`config.mk`:
```
export PLATFORM = sky130hd
export DESIGN_NAME = zigzag_encryption
export DESIGN_NICKNAME = d
export VERILOG_FILES = /design/src/rtl/zigzag_encryption.sv
export SDC_FILE = /design/constraint.sdc
export NUM_CORES = 1
export LEC_CHECK = 0
export BUFFER_PORTS_ARGS = -buffer_cell sky130_fd_sc_hd__buf_2
export CAP_MARGIN = 30
export CORE_UTILIZATION = 40
export CTS_BUF_LIST = sky130_fd_sc_hd__clkbuf_4 sky130_fd_sc_hd__clkbuf_8
export CTS_CLUSTER_DIAMETER = 40
export CTS_CLUSTER_SIZE = 14
export DETAILED_ROUTE_END_ITERATION = 8
export PLACE_DENSITY = 0.58
export SLEW_MARGIN = 10
export SYNTH_ARGS = -nofsm -noshare
export SYNTH_HDL_FRONTEND = slang
export SYNTH_SLANG_ARGS = --single-unit
```
`constraint.sdc`:
```
create_clock -name clk -period 9.4 [get_ports clk]
set_input_delay 1.88 -clock clk [delete_from_list [all_inputs] [get_ports clk]]
set_output_delay 1.88 -clock clk [all_outputs]
set_load 0.05 [all_outputs]
```
`src/rtl/zigzag_encryption.sv`:
```
// rtl/zigzag_encryption.sv - rail-fence encryption engine over a buffered, EOM-terminated byte stream
// Optional: define ZIGZAG_ENC_EOM_OUT_EN to append EOM_CHAR after the ciphertext.
module zigzag_encryption #(
  parameter int                    DATA_WIDTH = 8,
  parameter int                    KEY_WIDTH  = 8,
  parameter int                    MAX_LEN    = 50,
  parameter logic [DATA_WIDTH-1:0] EOM_CHAR   = 8'hFA
) (
  input  logic                  clk,
  input  logic                  rst,
  input  logic [DATA_WIDTH-1:0] data_i,
  input  logic                  valid_i,
  input  logic [KEY_WIDTH-1:0]  key,
  output logic                  busy,
  output logic [DATA_WIDTH-1:0] data_o,
  output logic                  valid_o
);

  localparam int AW  = (MAX_LEN > 1) ? $clog2(MAX_LEN) : 1;
  localparam int LW  = $clog2(MAX_LEN + 1);
  localparam int IW0 = (KEY_WIDTH + 2 > LW + 2) ? KEY_WIDTH + 2 : LW + 2;
  localparam int IW  = (IW0 > 10) ? IW0 : 10;

  localparam logic [LW-1:0] MAX_LEN_L = LW'(MAX_LEN);
  localparam logic [IW-1:0] ONE_I     = IW'(1);

  typedef enum logic [2:0] {
    S_IDLE,
    S_SETUP,
    S_EMIT,
    S_EOM,
    S_DONE
  } state_t;

  state_t                state;
  logic [DATA_WIDTH-1:0] mem [MAX_LEN];
  logic [LW-1:0]         len;
  logic [IW-1:0]         k;
  logic [IW-1:0]         p;
  logic [IW-1:0]         r;
  logic [IW-1:0]         i;
  logic                  tog;

  logic                  collecting;
  logic [LW-1:0]         cur_len;
  logic                  accept_char;
  logic                  accept_eom;
  logic                  wr_en;

  logic [IW-1:0]         len_x;
  logic [IW-1:0]         step;
  logic [IW-1:0]         ni;
  logic [IW-1:0]         nr;
  logic                  rail_end;
  logic                  last;
  logic [IW-1:0]         nxt_i;
  logic [AW-1:0]         rd_idx;

  // DONE behaves as a collecting cycle with the length already cleared.
  always_comb begin
    collecting  = (state == S_IDLE) || (state == S_DONE);
    cur_len     = (state == S_DONE) ? '0 : len;
    accept_char = collecting && valid_i && (data_i != EOM_CHAR);
    accept_eom  = collecting && valid_i && (data_i == EOM_CHAR);
    wr_en       = accept_char && (cur_len < MAX_LEN_L);
  end

  always_ff @(posedge clk) begin
    if (wr_en) begin
      mem[cur_len[AW-1:0]] <= data_i;
    end
  end

  // Next index of the rail walk, evaluated against the character currently on data_o.
  always_comb begin
    len_x = IW'(len);
    step  = ONE_I;
    if (k > ONE_I) begin
      if ((r == '0) || (r == k - ONE_I)) begin
        step = p;
      end else if (tog) begin
        step = r << 1;
      end else begin
        step = p - (r << 1);
      end
    end
    ni       = i + step;
    nr       = r + ONE_I;
    rail_end = (ni >= len_x);
    last     = rail_end && ((nr >= k) || (nr >= len_x));
    nxt_i    = rail_end ? nr : ni;
    rd_idx   = nxt_i[AW-1:0];
  end

  always_ff @(posedge clk) begin
    if (rst) begin
      state   <= S_IDLE;
      len     <= '0;
      busy    <= 1'b0;
      valid_o <= 1'b0;
      data_o  <= '0;
      k       <= '0;
      p       <= '0;
      r       <= '0;
      i       <= '0;
      tog     <= 1'b0;
    end else begin
      case (state)
        S_IDLE, S_DONE: begin
          busy    <= 1'b0;
          valid_o <= 1'b0;
          data_o  <= '0;
          len     <= wr_en ? cur_len + LW'(1) : cur_len;
          if (accept_eom) begin
            k     <= IW'(key);
            busy  <= 1'b1;
            state <= S_SETUP;
          end else begin
            state <= S_IDLE;
          end
        end

        S_SETUP: begin
          p   <= (k - ONE_I) << 1;
          r   <= '0;
          i   <= '0;
          tog <= 1'b0;
          if (len == '0) begin
`ifdef ZIGZAG_ENC_EOM_OUT_EN
            valid_o <= 1'b1;
            data_o  <= EOM_CHAR;
            state   <= S_EOM;
`else
            busy    <= 1'b0;
            state   <= S_DONE;
`endif
          end else begin
            valid_o <= 1'b1;
            data_o  <= mem[0];
            state   <= S_EMIT;
          end
        end

        S_EMIT: begin
          if (last) begin
`ifdef ZIGZAG_ENC_EOM_OUT_EN
            data_o  <= EOM_CHAR;
            state   <= S_EOM;
`else
            busy    <= 1'b0;
            valid_o <= 1'b0;
            data_o  <= '0;
            state   <= S_DONE;
`endif
          end else begin
            i      <= nxt_i;
            r      <= rail_end ? nr : r;
            tog    <= rail_end ? 1'b0 : ~tog;
            data_o <= mem[rd_idx];
          end
        end

        S_EOM: begin
          busy    <= 1'b0;
          valid_o <= 1'b0;
          data_o  <= '0;
          state   <= S_DONE;
        end

        default: begin
          state <= S_IDLE;
        end
      endcase
    end
  end

endmodule

```
Word-level counts from Yosys, hierarchy flattened
Memories as Yosys holds them, arrays and structs flattened.
Index checks and enable logic that the tools add are counted.
{ "totals": {"ff_bits": 57, "latchBits": 0, "ramBits": 400, "rom_bits": 0, "input_bits": 19, "out_inout_bits": 10, "elab_cells": 85, "memories": 1} }
{ "classes": {"add_sub_neg": 5, "multipliers": 0, "div": 0, "order_cmp": 5, "eq_ne": 12, "shifts": 0, "mux": 29, "bitwise_logic": 1, "n_reduce_logical": 22} }
{ "memory_table": {"columns": ["name", "words", "width", "read_ports", "rd_clocked_by_memory_dff", "write_ports", "line", "rtl"], "rows": [
  ["mem", 50, 8, 2, 0, 1, "36", "logic [DATA_WIDTH-1:0] mem [MAX_LEN];"]
]} }
{ "ops": {"columns": ["op", "n"], "rows": [
  ["$mux 10", 7],
  ["$pmux 10 s2", 2],
  ["$pmux 8 s3", 1],
  ["$ge 10x6->1", 2],
  ["$mux 8", 2],
  ["$mux 6", 2],
  ["$pmux 3 s4", 1],
  ["$add 10x1->10 const B", 1],
  ["$add 10x10->10", 1],
  ["$eq 10x10->1", 1],
  ["$ge 10x8->1", 1],
  ["$logic_not 10->1", 1],
  ["$ne 2x2->1 const B", 5],
  ["$sub 10x10->10", 1],
  ["$mux 1", 9],
  ["$reduce_and 3->1", 3],
  ["$sub 8x1->9 const B", 1],
  ["$eq 8x8->1 const B", 1],
  ["$gt 8x1->1 const B", 1],
  ["$ne 8x8->1 const B", 1],
  ["$add 6x1->6 const B", 1],
  ["$eq 3x2->1 const B", 2],
  ["$logic_not 6->1", 1],
  ["$lt 6x6->1 const B", 1],
  ["16 further kinds", 25]
]} }

Longest topological paths before layout
An unclocked memory read counts as a cell.
{ "logic_depth": {"ltp_word": 11, "depth_mapped": 34, "mapped_depth_nobuf": 30} }

Least setup slack after synthesis
No wires, ideal clock.
{ "synth_path": {"kind": "flip-flop to flip-flop", "from": "register k[0]", "to": "register data_o[2]", "setup_ns": 0.126, "t_arrival_ns": 6.276, "required_ns": 9.274, "setup_slack_ns": 2.997, "stages_incl_launch_ff": 33, "n_path_buf": 3, "cell_sequence": "dfxtp_1 inv_1 ha_1 clkbuf_1 xor2_1 xnor2_1 o211ai_1 nor4_1 o211ai_1 a21o_1 nor2_1 a21oi_1 or2_2 inv_1 ha_1 a21oi_1 inv_1 a21oi_1 xor2_1 inv_1 ha_1 nand2_1 o21ai_0 a221o_1 nor3b_1 mux2i_4 buf_6 buf_2 o31ai_1 and3_1 a2111oi_0 a311oi_1 a31oi_1"} }
{ "synth_via": {"elab_chain_cells": 11} }
{ "synth_rtl": {"columns": ["item", "line", "rtl"], "rows": [
  ["from (decl)", "38", "logic [IW-1:0] k;"],
  ["from (signal assigned)", "115", "k <= IW'(key);"],
  ["$sub 8x1->9", null, null],
  ["$eq 10x10->1", "79", "if ((r == '0) || (r == k - ONE_I)) begin"],
  ["$logic_or 1x1->1", "79", null],
  ["$mux 10", "79", null],
  ["$mux 10", "78", "if (k > ONE_I) begin"],
  ["$add 10x10->10", "87", "ni = i + step;"],
  ["$ge 10x6->1", "89", "rail_end = (ni >= len_x);"],
  ["$mux 10", "91", "nxt_i = rail_end ? nr : ni;"],
  ["$mem_v2 50x8", null, null],
  ["$mux 8 *", "145", "if (last) begin"],
  ["$pmux 8 s3 *", "108", "case (state)"],
  ["to (signal assigned)", "139", "data_o <= mem[0];"],
  ["to (signal assigned)", "159", "data_o <= mem[rd_idx];"],
  ["to (decl)", "15", "output logic [DATA_WIDTH-1:0] data_o,"]
]} }
Every way passes the cells marked *; elsewhere a longest branch is shown, timed or not.
A chain may end at the register's enable or synchronous reset.

Worst setup path after layout
{ "layout_path": {"from": "register k[0]", "to": "register data_o[6]"} }
Same word-level chain as after synthesis.

==> results.md <==
* Status: complete, no violations
* Slew @ Worst Pin at 917.9 ps
* Area of placed instances at 0.02144 mm2
* Arr. time, crit path at 8600 ps
* Io pins at 29
* Seq/Total Area, Yosys at around 64%
* Rel. slew slack at roughly two fifths
* Synth area leader: edfxtp_1
* RSZ-0062 raised after global routing: false
* Vias in the first global route at 13.18k
* CTS H-tree depth at 3
* Row count at just over 80
* Tot Pwr at 4.205 mW
* Leak at 7.905 nW
* Fmax at 0.1248 GHz
* Gpl congestion at 0.9043
* Total gr overflow at 0
* Layout Skew at 45.35 ps
* Starting Density at 40.66%
* Largest net degree at the start of global routing at 107
* CTS Hold Buffers Added at 0
* CP Capture Type: flop
* Post-cts sizing count at 0
* Synth Register Bits at ~460
* Peak supply drop at approximately 0.00012 V
* DR iter-0 viols at 1508
* EDFF count, synth at 400
* DR WL/cell at 23.07 um
* Post-route minimum period at between 8000 and 9000 ps
* Die H at 228.1 um
* Sink Count at 457
* Fin nets at 1784
* R2r setup slk at 1380 ps
* CP Max Fanout at 40
* Post-route setup TNS at 0 ps
* Routed Antenna Nets at 0
* Area of the multi-input gates at 0.006849 mm2
* Die X at 228.1 um
* Area delta synth->final at 12.64%
* Filler Cell Count at 4600
* Die area at around 0.052 mm2
* First-pass GRT wire length at 85170 um
* Worst path required time at roughly 10000 ps
* # setup viols final at 0
* Maxcap violations at 0
* Total Routing Usage GR at 21.79%
* Register area at 0.01315 mm2
* Synthesized area at roughly 0.020 mm2
* CP startpoint kind: flop
* Top cells by area, synth: edfxtp_1 (59%), dfxtp_1 (5.6%), nand2_1 (4.6%), mux2i_1 (3.2%), nor2_1 (3.0%)
* Fin. max-slew vios at 0
* Routed wl met2 at 25320 um
* Worst setup path class: flop to flop
* Drt drc at 0
* Final Worst Setup Slack at 1384 ps
* Post-DP HPWL at about 36000 um
* Critical path's most frequent cell: inv_1
* CTS tree: built
* Gate Count Post-Synth at between 1.5k and 2k
* Wire length on met3 at approximately 3800 um
* Main synth FF type: edfxtp_1
* Clock-pin transition on the worst setup and hold timing paths at 70 ps
* Initial antenna violation count at 5
* DR top layer: met4
* Final worst path period share at between 80% and 90%
* Post-CTS setup buffers at 0
* Syn avg cell area at 12.20 um2
* Core area at 0.05027 mm2
* Number of CTS-inserted buffers at 66
* CP peak stage delay at 540 ps
* Root buf cell: clkbuf_8
* Met1 Wirelength at approximately 26000 um
* Top cell type's share of synthesized area at 58.77%
* Synth Net Count at ~1.7k
* Setup WS pre-CTS at between 1000 and 1500 ps
* CP max-delay cell: xor2_1
* Design area at 0.02302 mm2
* Port Buffers at 28
* 1st-pass router iterations at 5
* Final Hold Fails at 0
* Clk_lat worst skew at around 670 ps
* Pwr/cell area at between 150 and 200 mW/mm2
* Hold Path Class: flop to flop
* Yosys cell types at 73
* Vias/cell at 5.650
* Longest Clk Path Bufs at 3
* Synth warn at 0
* Layout cells sized above 1 at approximately 13%
* Synth async-reset ratio at 0%
* Final wirelength at 56510 um
* Layout Utilization at 45.80%
* Vias at approximately 14k
==> critical path, delay by kind of cell (launching register included) <==
family	cells	cell delay [ps]
multiplexers	2	320
XOR/XNOR	3	950
AND/OR/NAND/NOR	7	1520
AO/OA/AOI/OAI	11	2060
adder cells (fa/ha/maj)	3	860
flip-flops	1	450
buffers and inverters	7	1740
==> report_power, final <==
part           internal, mW  switching [mW]  total [mW]
sequential             2.21         0.00378        2.21
combinational        0.0333          0.0914       0.125
clock                  1.02           0.844        1.87
==> cell families (layout without fill, tap and decap cells) <==
family | count (synthesis) | after routing | share of synthesized area [%]
flip-flops | 457 | 457 | 64.35
buffers and inverters | 128 | 228 | 2.614
adder cells (fa/ha/maj) | 44 | 44 | 2.767
XOR/XNOR | 35 | 35 | 1.573
AO/OA/AOI/OAI | 273 | 273 | 8.980
AND/OR/NAND/NOR | 654 | 654 | 14.55
multiplexers | 84 | 84 | 5.166
other | 0 | 2 | 0
==> cells in the mapped netlist, types with 4 or more instances <==
master / instances
nand2b_1: 5
nor3_1: 20
o21a_1: 7
a211oi_1: 13
xnor2_1: 24
a21oi_1: 83
edfxtp_1: 400
a32oi_1: 11
ha_1: 42
xor2_1: 10
nor3b_1: 12
a22oi_1: 20
o31ai_1: 10
a31oi_1: 21
and3_1: 18
mux2i_1: 65
clkbuf_1: 63
and2_1: 15
dfxtp_1: 57
nand3_1: 100
buf_2: 19
nor2b_1: 6
nand4_1: 27
o311a_1: 5
or3_1: 5
nand2_1: 251
o21ai_0: 32
o2111ai_1: 8
inv_1: 40
o221ai_1: 8
a32o_1: 5
o21ai_1: 4
a21o_1: 18
nor4_1: 9
mux4_2: 16
nor2_1: 165
==> worst paths after layout <==
path,startpoint,end,depth (start not counted)
hold / removal,i[7]$_SDFFE_PP0P_,i[7]$_SDFFE_PP0P_,1
hold reg to reg,i[7]$_SDFFE_PP0P_,i[7]$_SDFFE_PP0P_,1
setup / recovery,k[0]$_SDFFE_PP0P_,data_o[6]$_SDFFE_PP0P_,33
setup reg to reg,k[0]$_SDFFE_PP0P_,data_o[6]$_SDFFE_PP0P_,33
==> cell usage in the layout (no fill, tap or decap), types with 7 or more instances in the layout <==
master,instances
a31oi_1,21
clkbuf_4,9
a211oi_1,13
a21o_1,18
nor3_1,19
o21ai_0,32
edfxtp_1,400
buf_4,33
o2111ai_1,8
and2_1,15
and3_1,18
inv_6,9
ha_1,42
dfxtp_1,57
clkinv_1,7
o21a_1,7
nor2_1,165
xnor2_1,24
bufinv_16,9
a21oi_1,83
clkbuf_8,72
mux4_2,16
inv_1,40
a32oi_1,11
nand3_1,100
nand2_1,251
o221ai_1,8
a22oi_1,20
nor4_1,9
nor3b_1,11
nand4_1,27
buf_2,28
xor2_1,10
mux2i_1,60
==> registers in the layout (all words and copies together), names as in the netlist <==
| name | count |
|---|---|
| len | 6 |
| k | 8 |
| data_o | 8 |
| i | 10 |
| tog | 1 |
| busy | 1 |
| p | 9 |
| valid_o | 1 |
| r | 10 |
| mem | 400 |
| state | 3 |
==> area by class of cell <==
type,instances,area share [%]
flip-flops and latches,457,57.13
diodes,2,0.02174
multi-input cells,1090,29.75
clock buffers,80,4.565
well taps,672,3.652
clock inverters,42,2.244
inverters,40,0.6521
repair buffers,66,1.989
==> metrics by stage <==
stage	std cells	hold slack [ps]
after floorplan	1675	436.7
after global placement	2320	459.7
after detailed placement	2324	461.7
after CTS	2446	480.0
after global routing	2448	491.3
final	2449	477.4
==> routing by layer <==
layer,GRT usage (%),vias up
met5,0,-
met4,8.201,0
met3,3.863,120
met2,32.65,537
met1,31.50,6831
li1,-,6349
Power figures use the tool's default switching activity.
